$ cat src/rtl/round_timer_ctrl_if.sv
// Controller <-> game logic / counter datapath bundle for the round timer.
interface round_timer_ctrl_if;
  logic       start;
  logic       pause;
  logic       stop;
  logic [8:0] cnt;
  logic       cnt_en;
  logic       cnt_up;
  logic       cnt_load;
  logic [8:0] cnt_load_value;
  logic [8:0] cnt_max;
  logic [8:0] cnt_min;
  logic       busy;
  logic       timeout;
  logic [2:0] state;

  modport master (
    output start, pause, stop, cnt,
    input  cnt_en, cnt_up, cnt_load, cnt_load_value, cnt_max, cnt_min,
           busy, timeout, state
  );

  modport slave (
    input  start, pause, stop, cnt,
    output cnt_en, cnt_up, cnt_load, cnt_load_value, cnt_max, cnt_min,
           busy, timeout, state
  );
endinterface

$ cat src/rtl/round_timer_ctrl.sv
// Round timer sequencer: loads an external up/down counter, paces it with a
// clock-divided tick and flags the end of the round.
module round_timer_ctrl #(
  parameter int         TICK_DIV   = 100000000,
  parameter int         PRESC_W    = 27,
  parameter logic [8:0] INIT_VALUE = 9'd60,
  parameter logic [8:0] END_VALUE  = 9'd0,
  parameter int         LOAD_HOLD  = 3
) (
  input logic              clk,
  input logic              rst,
  round_timer_ctrl_if.slave bus
);
  localparam logic [2:0] IDLE   = 3'd0;
  localparam logic [2:0] LOAD   = 3'd1;
  localparam logic [2:0] RUN    = 3'd2;
  localparam logic [2:0] PAUSED = 3'd3;
  localparam logic [2:0] DONE   = 3'd4;
  localparam int         LW     = $clog2(LOAD_HOLD + 1);

  logic [2:0]         st, nxt, prev_st;
  logic [PRESC_W-1:0] presc;
  logic [LW-1:0]      lcnt;
  logic               tick, at_end;

  assign tick   = (presc == PRESC_W'(TICK_DIV - 1));
  assign at_end = (bus.cnt == END_VALUE);

  // Static counter configuration, independent of reset.
  assign bus.cnt_up         = (END_VALUE > INIT_VALUE);
  assign bus.cnt_load_value = INIT_VALUE;
  assign bus.cnt_max        = (INIT_VALUE > END_VALUE) ? INIT_VALUE : END_VALUE;
  assign bus.cnt_min        = (INIT_VALUE > END_VALUE) ? END_VALUE : INIT_VALUE;
  assign bus.state          = st;

  always_ff @(posedge clk) begin
    if (rst) begin
      st      <= IDLE;
      prev_st <= IDLE;
      presc   <= '0;
      lcnt    <= '0;
    end else begin
      st      <= nxt;
      prev_st <= st;
      lcnt    <= (st == LOAD && nxt == LOAD) ? lcnt + LW'(1) : '0;
      // Prescaler runs only in RUN, freezes in PAUSED, restarts from 0 otherwise.
      if (st == RUN)
        presc <= tick ? '0 : presc + PRESC_W'(1);
      else if (st != PAUSED)
        presc <= '0;
    end
  end

  always_comb begin
    nxt = IDLE;
    if (!bus.stop) begin
      case (st)
        IDLE:    nxt = bus.start ? LOAD : IDLE;
        LOAD:    nxt = (lcnt == LW'(LOAD_HOLD - 1)) ? RUN : LOAD;
        RUN:     if (bus.start)      nxt = LOAD;
                 else if (at_end)    nxt = DONE;
                 else if (bus.pause) nxt = PAUSED;
                 else                nxt = RUN;
        PAUSED:  if (bus.start)      nxt = LOAD;
                 else if (bus.pause) nxt = PAUSED;
                 else                nxt = RUN;
        DONE:    nxt = bus.start ? LOAD : DONE;
        default: nxt = IDLE;
      endcase
    end
  end

  // Strobes are cut in the same cycle stop is seen so the abort is immediate.
  always_comb begin
    bus.cnt_en   = (st == RUN) && tick && !at_end && !bus.stop;
    bus.cnt_load = (st == LOAD) && !bus.stop;
    bus.busy     = (st == LOAD) || (st == RUN) || (st == PAUSED);
    bus.timeout  = (st == DONE) && (prev_st != DONE);
  end
endmodule

$ cat src/flat_wrapper.sv
// flat-port wrapper written by rule: the top's interface ports become plain ports
module round_timer_ctrl_flat 
#(
  parameter int         TICK_DIV   = 100000000,
  parameter int         PRESC_W    = 27,
  parameter logic [8:0] INIT_VALUE = 9'd60,
  parameter logic [8:0] END_VALUE  = 9'd0,
  parameter int         LOAD_HOLD  = 3
)
  (clk, rst, bus_start, bus_pause, bus_stop, bus_cnt, bus_cnt_en, bus_cnt_up, bus_cnt_load, bus_cnt_load_value, bus_cnt_max, bus_cnt_min, bus_busy, bus_timeout, bus_state);
  round_timer_ctrl_if bus_i ();
  input logic clk;
  input logic rst;
  input wire logic [$bits(bus_i.start)-1:0] bus_start;
  input wire logic [$bits(bus_i.pause)-1:0] bus_pause;
  input wire logic [$bits(bus_i.stop)-1:0] bus_stop;
  input wire logic [$bits(bus_i.cnt)-1:0] bus_cnt;
  output wire logic [$bits(bus_i.cnt_en)-1:0] bus_cnt_en;
  output wire logic [$bits(bus_i.cnt_up)-1:0] bus_cnt_up;
  output wire logic [$bits(bus_i.cnt_load)-1:0] bus_cnt_load;
  output wire logic [$bits(bus_i.cnt_load_value)-1:0] bus_cnt_load_value;
  output wire logic [$bits(bus_i.cnt_max)-1:0] bus_cnt_max;
  output wire logic [$bits(bus_i.cnt_min)-1:0] bus_cnt_min;
  output wire logic [$bits(bus_i.busy)-1:0] bus_busy;
  output wire logic [$bits(bus_i.timeout)-1:0] bus_timeout;
  output wire logic [$bits(bus_i.state)-1:0] bus_state;
  assign bus_i.start = bus_start;
  assign bus_i.pause = bus_pause;
  assign bus_i.stop = bus_stop;
  assign bus_i.cnt = bus_cnt;
  assign bus_cnt_en = bus_i.cnt_en;
  assign bus_cnt_up = bus_i.cnt_up;
  assign bus_cnt_load = bus_i.cnt_load;
  assign bus_cnt_load_value = bus_i.cnt_load_value;
  assign bus_cnt_max = bus_i.cnt_max;
  assign bus_cnt_min = bus_i.cnt_min;
  assign bus_busy = bus_i.busy;
  assign bus_timeout = bus_i.timeout;
  assign bus_state = bus_i.state;
  round_timer_ctrl #(.TICK_DIV(TICK_DIV), .PRESC_W(PRESC_W), .INIT_VALUE(INIT_VALUE), .END_VALUE(END_VALUE), .LOAD_HOLD(LOAD_HOLD)) u_core (.clk(clk), .rst(rst), .bus(bus_i));
endmodule
$ cat config.mk
export PLATFORM = sky130hd
export DESIGN_NAME = round_timer_ctrl_flat
export DESIGN_NICKNAME = d
export VERILOG_FILES = /design/src/rtl/round_timer_ctrl_if.sv /design/src/rtl/round_timer_ctrl.sv /design/src/flat_wrapper.sv
export SDC_FILE = /design/constraint.sdc
export NUM_CORES = 1
export LEC_CHECK = 0
export CAP_MARGIN = 20
export CORE_MARGIN = 2
export CORE_UTILIZATION = 49
export DETAILED_ROUTE_END_ITERATION = 10
export GPL_TIMING_DRIVEN = 0
export PLACE_DENSITY_LB_ADDON = 0.12
export SLEW_MARGIN = 20
export SYNTH_ARGS = -nofsm -noshare
export SYNTH_HDL_FRONTEND = slang
export SYNTH_SLANG_ARGS = --single-unit
$ cat constraint.sdc
create_clock -name clk -period 2.9 [get_ports clk]
set_clock_uncertainty 0.05 [all_clocks]
set_input_delay 0.87 -clock clk [delete_from_list [all_inputs] [get_ports clk]]
set_output_delay 0.87 -clock clk [all_outputs]
set_load 0.005 [all_outputs]
==> results by group <==
Status
  • Outcome: complete, but fails checks
  • Failing checks: negative setup slack

Cells and area
  • Diodes inserted: 0
  • FILL cells: 382
  • Nets@finish: 323
  • Layout Area Growth over Synthesis: 24.4%
  • Final design instance area without fill: 0.00252 mm^2
  • Non-filler cells, final: 358
  • Layout cell share with drive strength beyond 1: 19.8%
  • Sequential Area: 706 um^2
  • Area of the multi-input gates: 0.00114 mm^2

Floorplanning
  • Starting density of the core: 50.7%
  • Die H: 68.3 um
  • Core ar.: 0.00400 mm^2
  • Rows: 23
  • Die area: 0.00467 mm^2
  • Die Wd: 68.3 um
  • Top Ports: 49

Run
  • Max-cap violations: 0

Global route
  • Pin count of the biggest net entering global routing: 12
  • Initial antenna violation count: 0
  • Vias in the first global route: 1707
  • First-pass GRT wire length: 7360 um
  • GRT overflow: 0
  • GRT Util Overall: 21.1%

Worst setup path
  • CP Max Fanout: 4
  • Worst EP arrival: 2.01 ns
  • Delay-heaviest family, CP: simple AND/OR/NAND/NOR gates
  • Critical path buffer and inverter count: 1
  • Crit Path Class: register to output pin
  • Crit path capture type: output pin
  • Critical path's largest stage delay: 0.55 ns
  • CP Launch Type: register
  • Cells along the critical path: or4b_4 > nor4_4 > nand3_1 > nor4b_2 > buf_2
  • CP max stage cell: or4b_4
  • Req. time, crit path: 1.98 ns

Synthesis
  • Distinct cells, synth: 46
  • Predominant post-synthesis flop cell: dfxtp_1
  • Number of flops mapped to enable cells by yosys: 0
  • Synth warn: 0
  • Synth async-reset ratio: 0%
  • Mapped Cells: 253
  • Syn_area_per_cell: 8.02 um^2
  • Post-synthesis sequential area ratio: 34.5%
  • FF+latch count, synth: 35
  • Synth Cell Area: 0.00203 mm^2

Clock tree
  • Clock sinks: 35
  • Clock latency of the later-clocked register in the worst-skew pair: 0.30 ns
  • TritonCTS Buffers: 5
  • H-tree levels: 2
  • CTS max path bufs: 2
  • CTS clk-pin slew, worst paths: 0.07 ns
  • CTS root buf: clkbuf_8
  • Hold Buf Count CTS: 0
  • TritonCTS clock tree: built

Placed design
  • DP Cell Count: 349
  • Placed cell areas: 0.00239 mm^2
  • Port bufs: 20
  • Dpl hpwl: 3210 um
  • RePlAce Congestion: 0.797

STA
  • Fin Hold WS: 0.365 ns
  • FMAX: 342 MHz
  • Setup WS post-layout: -0.0269 ns
  • Final Critical Period: 2.93 ns
  • Slew Limit Fails: 0
  • Relative slew slack: 45.9%
  • Final Cycle Share: 101%
  • Final setup viols: 1
  • Worst-Margin Slew: 0.805 ns
  • RSZ-0062 raised after global routing: yes
  • Hold Violations, Final: 0

Pwr
  • Power Dens Cells: 377 mW/mm^2
  • Maximum VDD drop: 0.000171 V
  • P_leak: 0.957 nW
  • Power Total: 0.951 mW

Drt
  • First-pass DRT Iterations: 4
  • DR iter-0 viols: 128
  • WL final: 4430 um
  • DRC viols: 0
  • DR WL/cell: 12.4 um
  • Via count: 1892
  • Via/cell ratio: 5.28
  • Final antenna-violating net count: 0

Min path
  • Hold Path Class: register to register
==> per-stage QoR <==
stage | TNS [ns] | setup WS, ns | util, %
final | -0.0269 | -0.0269 | 63.1
after global routing | -0.119 | -0.118 | 63.1
after CTS | -0.0291 | -0.0291 | 62.9
after detailed placement | -1.03 | -0.405 | 59.7
after global placement | -0.887 | -0.377 | 59.7
after floorplan | 0 | 0.340 | -
==> cell type report <==
type | instances | share of cell area, %
buffer | 40 | 11.3
clock buffer | 7 | 3.82
clock inverter | 1 | 0.298
inverter | 6 | 0.893
multi-input combinational | 198 | 45.3
sequential | 35 | 28.0
tap | 50 | 2.48
timing repair buffer | 21 | 7.99
==> flip-flops by register name, summed over array words and instances (netlist names) <==
signal,flops
u_core.lcnt,2
u_core.bus.state,3
u_core.prev_st,3
u_core.presc,27
==> logic make-up after synthesis <==
family / share of synthesized area (%)
fa+ha+maj: 1.23
mux: 1.48
xor+xnor: 1.73
compound gates: 17.2
buf+inv: 15.1
flops: 34.5
other cells: 0.370
simple gates: 28.4
==> power breakdown <==
group,switching (mW),internal (mW)
Sequential,0.000818,0.482
Clock,0.182,0.216
Combinational,0.0256,0.0450
==> worst reg2reg max path, cell delays in order (launching register included) <==
cell and delay, ns:
dfxtp_1 0.41, ha_1 0.19, nand3_1 0.21, nor4_2 0.77, nand3_1 0.20, a21o_1 0.21
a22o_1 0.17
==> cells in the mapped netlist, types with 2 or more instances <==
| library cell | count | area (um^2) |
|---|---|---|
| buf_2 | 4 | 20.0 |
| a21o_1 | 2 | 15.0 |
| and2_1 | 3 | 18.8 |
| nor4_1 | 5 | 31.3 |
| or3_1 | 2 | 12.5 |
| ha_1 | 2 | 25.0 |
| nand2b_1 | 5 | 31.3 |
| buf_4 | 28 | 210 |
| conb_1 | 2 | 7.51 |
| mux2i_1 | 3 | 30.0 |
| nand3_1 | 16 | 80.1 |
| nand2_1 | 22 | 82.6 |
| xor2_1 | 2 | 17.5 |
| dfxtp_1 | 35 | 701 |
| a22o_1 | 3 | 26.3 |
| nand4_1 | 7 | 43.8 |
| clkbuf_1 | 5 | 18.8 |
| xnor2_1 | 2 | 17.5 |
| nor3_1 | 7 | 35.0 |
| a41oi_1 | 3 | 26.3 |
| and4_1 | 2 | 17.5 |
| buf_6 | 3 | 33.8 |
| o2bb2ai_1 | 2 | 17.5 |
| nor2_1 | 22 | 82.6 |
| a21oi_1 | 13 | 65.1 |
| o21ai_0 | 7 | 35.0 |
| and3_1 | 3 | 18.8 |
| a31oi_1 | 16 | 100 |
| inv_1 | 6 | 22.5 |
| nor2b_1 | 5 | 31.3 |
==> layout by cell type, fill, tap and decap left out, types with 4 or more instances in the layout <==
cell type        count
dfxtp_1             31
buf_4               29
conb_1              28
nand2_1             22
nor2_1              21
clkdlybuf4s50_1     18
nand3_1             16
a31oi_1             16
a21oi_1             13
nand4_1              7
o21ai_0              7
clkbuf_8             7
inv_1                6
buf_2                5
nand2b_1             5
nor4_1               5
nor3_1               5
nor2b_1              5
clkbuf_1             4
dfxtp_2              4
==> path summary, 6_finish.rpt <==
path	start	to	slack, ns	depth (start not counted)
max	u_core.presc[19]	bus_cnt_en	-0.03	5
min	u_core.lcnt[0]	u_core.lcnt[0]	0.36	1
max reg2reg	u_core.presc[0]	u_core.presc[20]	0.59	6
min reg2reg	u_core.lcnt[0]	u_core.lcnt[0]	0.36	1
==> layer usage <==
layer / wire length, um / vias to the layer above / global-route usage, %
met1: 2050 / 861 / 24.4
li1: - / 964 / -
met3: 305 / 9 / 5.92
met4: 99 / 0 / 9.00
met5: 0 / - / 0
met2: 1970 / 58 / 36.2
==> repair_timing <==
action	in CTS	in global routing
pin swaps	5	2
setup buffers	1	0
resized for setup	11	5
endpoints found under the setup margin	2	2
gates cloned	0	0
No activity file was read; power rests on OpenSTA's default activity.
==> edit 1: new RTL, config.mk and constraints unchanged <==
`LOAD_HOLD` is set to 3 in 2 places; all go to 2.
--- a/src/rtl/round_timer_ctrl.sv
+++ b/src/rtl/round_timer_ctrl.sv
@@ -5,7 +5,7 @@
   parameter int         PRESC_W    = 27,
   parameter logic [8:0] INIT_VALUE = 9'd60,
   parameter logic [8:0] END_VALUE  = 9'd0,
-  parameter int         LOAD_HOLD  = 3
+  parameter int         LOAD_HOLD  = 2
 ) (
   input logic              clk,
   input logic              rst,
--- a/src/flat_wrapper.sv
+++ b/src/flat_wrapper.sv
@@ -5,7 +5,7 @@
   parameter int         PRESC_W    = 27,
   parameter logic [8:0] INIT_VALUE = 9'd60,
   parameter logic [8:0] END_VALUE  = 9'd0,
-  parameter int         LOAD_HOLD  = 3
+  parameter int         LOAD_HOLD  = 2
 )
   (clk, rst, bus_start, bus_pause, bus_stop, bus_cnt, bus_cnt_en, bus_cnt_up, bus_cnt_load, bus_cnt_load_value, bus_cnt_max, bus_cnt_min, bus_busy, bus_timeout, bus_state);
   round_timer_ctrl_if bus_i ();
Formal check against the unedited RTL: not equivalent (Yosys sat finds a counterexample within 4 cycles, from zero or initial values and one cycle with rst high).
==> edit 1 against the unedited design <==
  * Sequential cell count unchanged
  * Hold slack better by 33 ps
  * Wire length up 7.3%
  * Design area up 1.9%
  * Power up 7.1%
  * Sequential power about the same
  * Worst setup slack better by 62 ps
  * Core utilization up 0.76 points
  * First-iteration DRC count up 12%
  * Area after synthesis up 1.2%
  * Global-route usage up 2.0 points
  * Count of clock-buffer cells in the layout down 1
  * Combinational power up 6.7%
  * Largest power group unchanged
==> edit 1: results (changes against the unedited design) <==
status finished, final reports clean; via count 1943 (+2.7%); M1 wire length 2210 um (+8.0%); Via density 5.31 (+0.45%); Initial DRC Count 143 (+12%); PortBufs 20 (unchanged); wire length on met2 2170 um (+9.8%); Avg Inst Size Synth 7.93 um^2 (-1.1%); relative slew slack 0.419 (-0.0392); share of cells above drive strength 1 0.180 (-0.0177); largest net degree at the start of global routing 12 (unchanged); maximum vdd drop 0.403 mV (+140%); pre-CTS setup slack -475 ps (-70.9 ps); WHS 398 ps (+32.7 ps); Reg2Reg Depth 6 (unchanged); max FFs per register 27 (unchanged); Placed Area 2410 um^2 (+1.0%); vias in the first global route 1712 (+0.29%); peak fanout along the critical path 5 (+1); Reg2Reg Launch Point u_core.presc[3]; Clock transition at path regs 80 ps; routed len/inst 13.0 um (+4.9%); layout filler cell count 378 (-1.0%); Worst EP arrival 1950 ps (-60 ps); global-route wire length before repair 8020 um (+9.0%); WL met3 335 um (+9.8%); R2R Path End u_core.presc[15]; GRT Util Overall 0.230 (+0.0198); Seq/Total Area, Yosys 0.341 (-0.00421); 1st-pass router iterations 4 (unchanged); Leakage 0.972 nW (+1.6%); r2r setup slk 500 ps (-90 ps); Routability Congestion 0.918 (+15%); met3 Track Usage GR 0.0731 (+0.0138); Seq. cell area 703 um^2 (-0.35%); fin nets 331 (+2.5%); Synth cell types 48 (+4.3%); crit path from u_core.presc[17]; grt met1 use 0.319 (+0.0754); Req. time, crit path 1980 ps (about the same); hold path endpoint u_core.lcnt[0]; asr flop ratio synth 0 (unchanged); Synth top cells by count dfxtp_1 (35), buf_4 (29), nand2_1 (25); CTS root buffer clkbuf_8; placed insts 355 (+1.7%); CTS H-tree lvls 2 (unchanged); synth top area cells dfxtp_1 (34%), buf_4 (11%), nand3_1 (5.4%); Sw Ratio 0.209 (-0.0102); Post-DP HPWL 3400 um (+5.9%); routing usage on met2 0.343 (-0.0191)
-- edit 1: cell types whose count changed after synthesis, sizes merged, moves of 4 or more --
cell   unedited run  this run
nor3              7        11
nand3            16        22
a31oi            16        11
o21ai             7        13
nor4              7         2
-- edit 1: cell families (layout without fill, tap and decap cells) --
family                     after synthesis  in the layout  synth area share
xor gates and xnor gates                 4              4            0.0171
muxes                                    2              2           0.00975
AOI/OAI and AO/OA                       57             57             0.179
DFF                                     35             35             0.341
adders and majority gates                2              2            0.0122
and+or+nand+nor                        116            116             0.307
other                                    2             28           0.00366
buffers and inverters                   41             72             0.130
-- edit 1: area by class of cell --
type | count | area share
clock inverter | 2 | 0.0136
buffer | 37 | 0.0983
sequential | 35 | 0.273
multi-input combinational | 209 | 0.468
timing repair buffer | 23 | 0.0842
inverter | 4 | 0.00584
clock buffer | 6 | 0.0321
tap | 50 | 0.0243
-- edit 1: what timing repair did --
action / in CTS / in global routing
gates cloned: 0 / 0
resized for setup: 9 / 2
pin swaps: 3 / 2
setup endpoints to repair: 2 / 13
setup buffers: 2 / 1
-- edit 1: power groups by stage --
| stage | Clock (mW) | Combinational, mW | Sequential [mW] |
|---|---|---|---|
| final | 0.461 | 0.0753 | 0.482 |
| after floorplan | 0 | 0.0472 | 0.493 |
| after CTS | 0.471 | 0.0741 | 0.482 |
| after global placement | 0 | 0.0734 | 0.493 |
| after detailed placement | 0 | 0.0736 | 0.493 |
| after global routing | 0.495 | 0.0857 | 0.482 |
-- edit 1: critical path, stage by stage (launching register included) --
cell	delay [ps]
dfxtp_2	350
or4_4	550
nor4_4	270
nand4_1	200
nor3_2	140
buf_2	140
==> edit 2: new RTL, config.mk and constraints unchanged <==
Without the edit above. Reset style: asynchronous (`rst`), changed in one clocked block.
--- a/src/rtl/round_timer_ctrl.sv
+++ b/src/rtl/round_timer_ctrl.sv
@@ -33,7 +33,7 @@
   assign bus.cnt_min        = (INIT_VALUE > END_VALUE) ? END_VALUE : INIT_VALUE;
   assign bus.state          = st;
 
-  always_ff @(posedge clk) begin
+  always_ff @(posedge clk or posedge rst) begin
     if (rst) begin
       st      <= IDLE;
       prev_st <= IDLE;
Behaviour: differs if rst is asserted again (counterexample within 4 cycles, from zero or initial values and one cycle with rst high); with rst held inactive, the same outputs for 10 cycles.
==> edit 2 against the unedited design <==
  * Critical path depth stayed put
  * Sequential cell count stayed put
  * Design area is 9.9% higher
  * Power is 8.5% higher
  * Core utilization is 0.15 points higher
  * Wire length is 14% higher
  * Worst setup slack better by 92 ps
  * Area after synthesis is 11% higher
  * Critical path type unchanged
==> edit 2: results (changes against the unedited design) <==
Leakage 1.23 nW (+28%); wire length on met2 2420 um (+22%); GRT Util Overall 0.207 (-0.00380); relative slew slack 0.512 (+0.0535); Post-DP HPWL 3640 um (+13%); grt met1 use 0.283 (+0.0397); routing usage on met2 0.328 (-0.0335); Reg2Reg Launch Point u_core.presc[0]; crit path from u_core.presc[8]; r2r setup slk 720 ps (+130 ps); maximum vdd drop 0.198 mV (+16%); share of cells above drive strength 1 0.216 (+0.0181); asr flop ratio synth 1.00 (+1.00); pwr dens 372 nW/um^2 (-1.2%); global-route wire length before repair 8470 um (+15%); Clock Power Share 0.440 (+0.022); via count 1992 (+5.3%); Initial DRC Count 168 (+31%); CP max-delay cell or4_4; WL met3 253 um (-17%); met3 Track Usage GR 0.0450 (-0.0142); Placed Area 2620 um^2 (+9.5%); Routability Congestion 0.895 (+12%); DRT Wirelength 5040 um (+14%); Seq/Total Area, Yosys 0.389 (+0.0432); Psw 0.217 mW (+4.3%); Comb pwr share 0.080 (+0.006); Reg2Reg Depth 8 (+2); Synth top cells by count dfrtp_1 (35), buf_4 (28), nand2_1 (20); Synth cell types 51 (+11%); peak fanout along the critical path 9 (+5); status finished, final reports clean; synth top area cells dfrtp_1 (39%), buf_4 (9.3%), nand3_1 (3.8%); largest net degree at the start of global routing 36 (+24)
[edit 2: cell families after synthesis]
kind of cell | after synthesis | synth area share
simple gates | 114 | 0.298
compound gates | 53 | 0.150
buf+inv | 47 | 0.141
flops | 35 | 0.389
xor+xnor | 2 | 0.00777
fa+ha+maj | 2 | 0.0111
other cells | 2 | 0.00333
[edit 2: worst register-to-register path, stage by stage, from the launching register on]
cell	delay [ps]
dfrtp_1	430
ha_1	270
nand4_4	170
nor4b_4	80
buf_4	150
a21oi_2	370
buf_2	320
nand2_1	90
a31oi_1	180
[edit 2: stage by stage]
stage	setup WS, ps	TNS (ps)	std cells
floorplan	461	0	281
global placement	-521	-884	353
detailed placement	-540	-907	353
CTS	21.8	0	361
global route	11.4	0	362
finish	65.6	0	362
[edit 2: area by class of cell]
cell class,count,area (um^2)
repair buffers,22,205
multi-input cells,199,1190
well taps,52,65.1
plain buffers,36,277
inverters,10,37.5
flip-flops and latches,35,876
clock inverters,2,35.0
clock buffers,6,82.6
fillers,378,1610
[edit 2: worst min path at each step]
| stage | startpoint | to | slack, ps |
|---|---|---|---|
| floorplan | u_core.bus.state[0] | u_core.prev_st[0] | 340 |
| global placement | u_core.bus.state[0] | u_core.prev_st[0] | 340 |
| detailed placement | u_core.bus.state[0] | u_core.prev_st[0] | 340 |
| CTS | u_core.lcnt[0] | u_core.lcnt[0] | 390 |
| global route | u_core.lcnt[0] | u_core.lcnt[0] | 410 |
| finish | u_core.lcnt[0] | u_core.lcnt[0] | 390 |
[edit 2: what timing repair did]
action / 4_1_cts / 5_1_grt
resized for setup: 25 / 1
endpoints found under the setup margin: 2 / 1
setup buffers: 1 / 1
pin swaps: 3 / 1
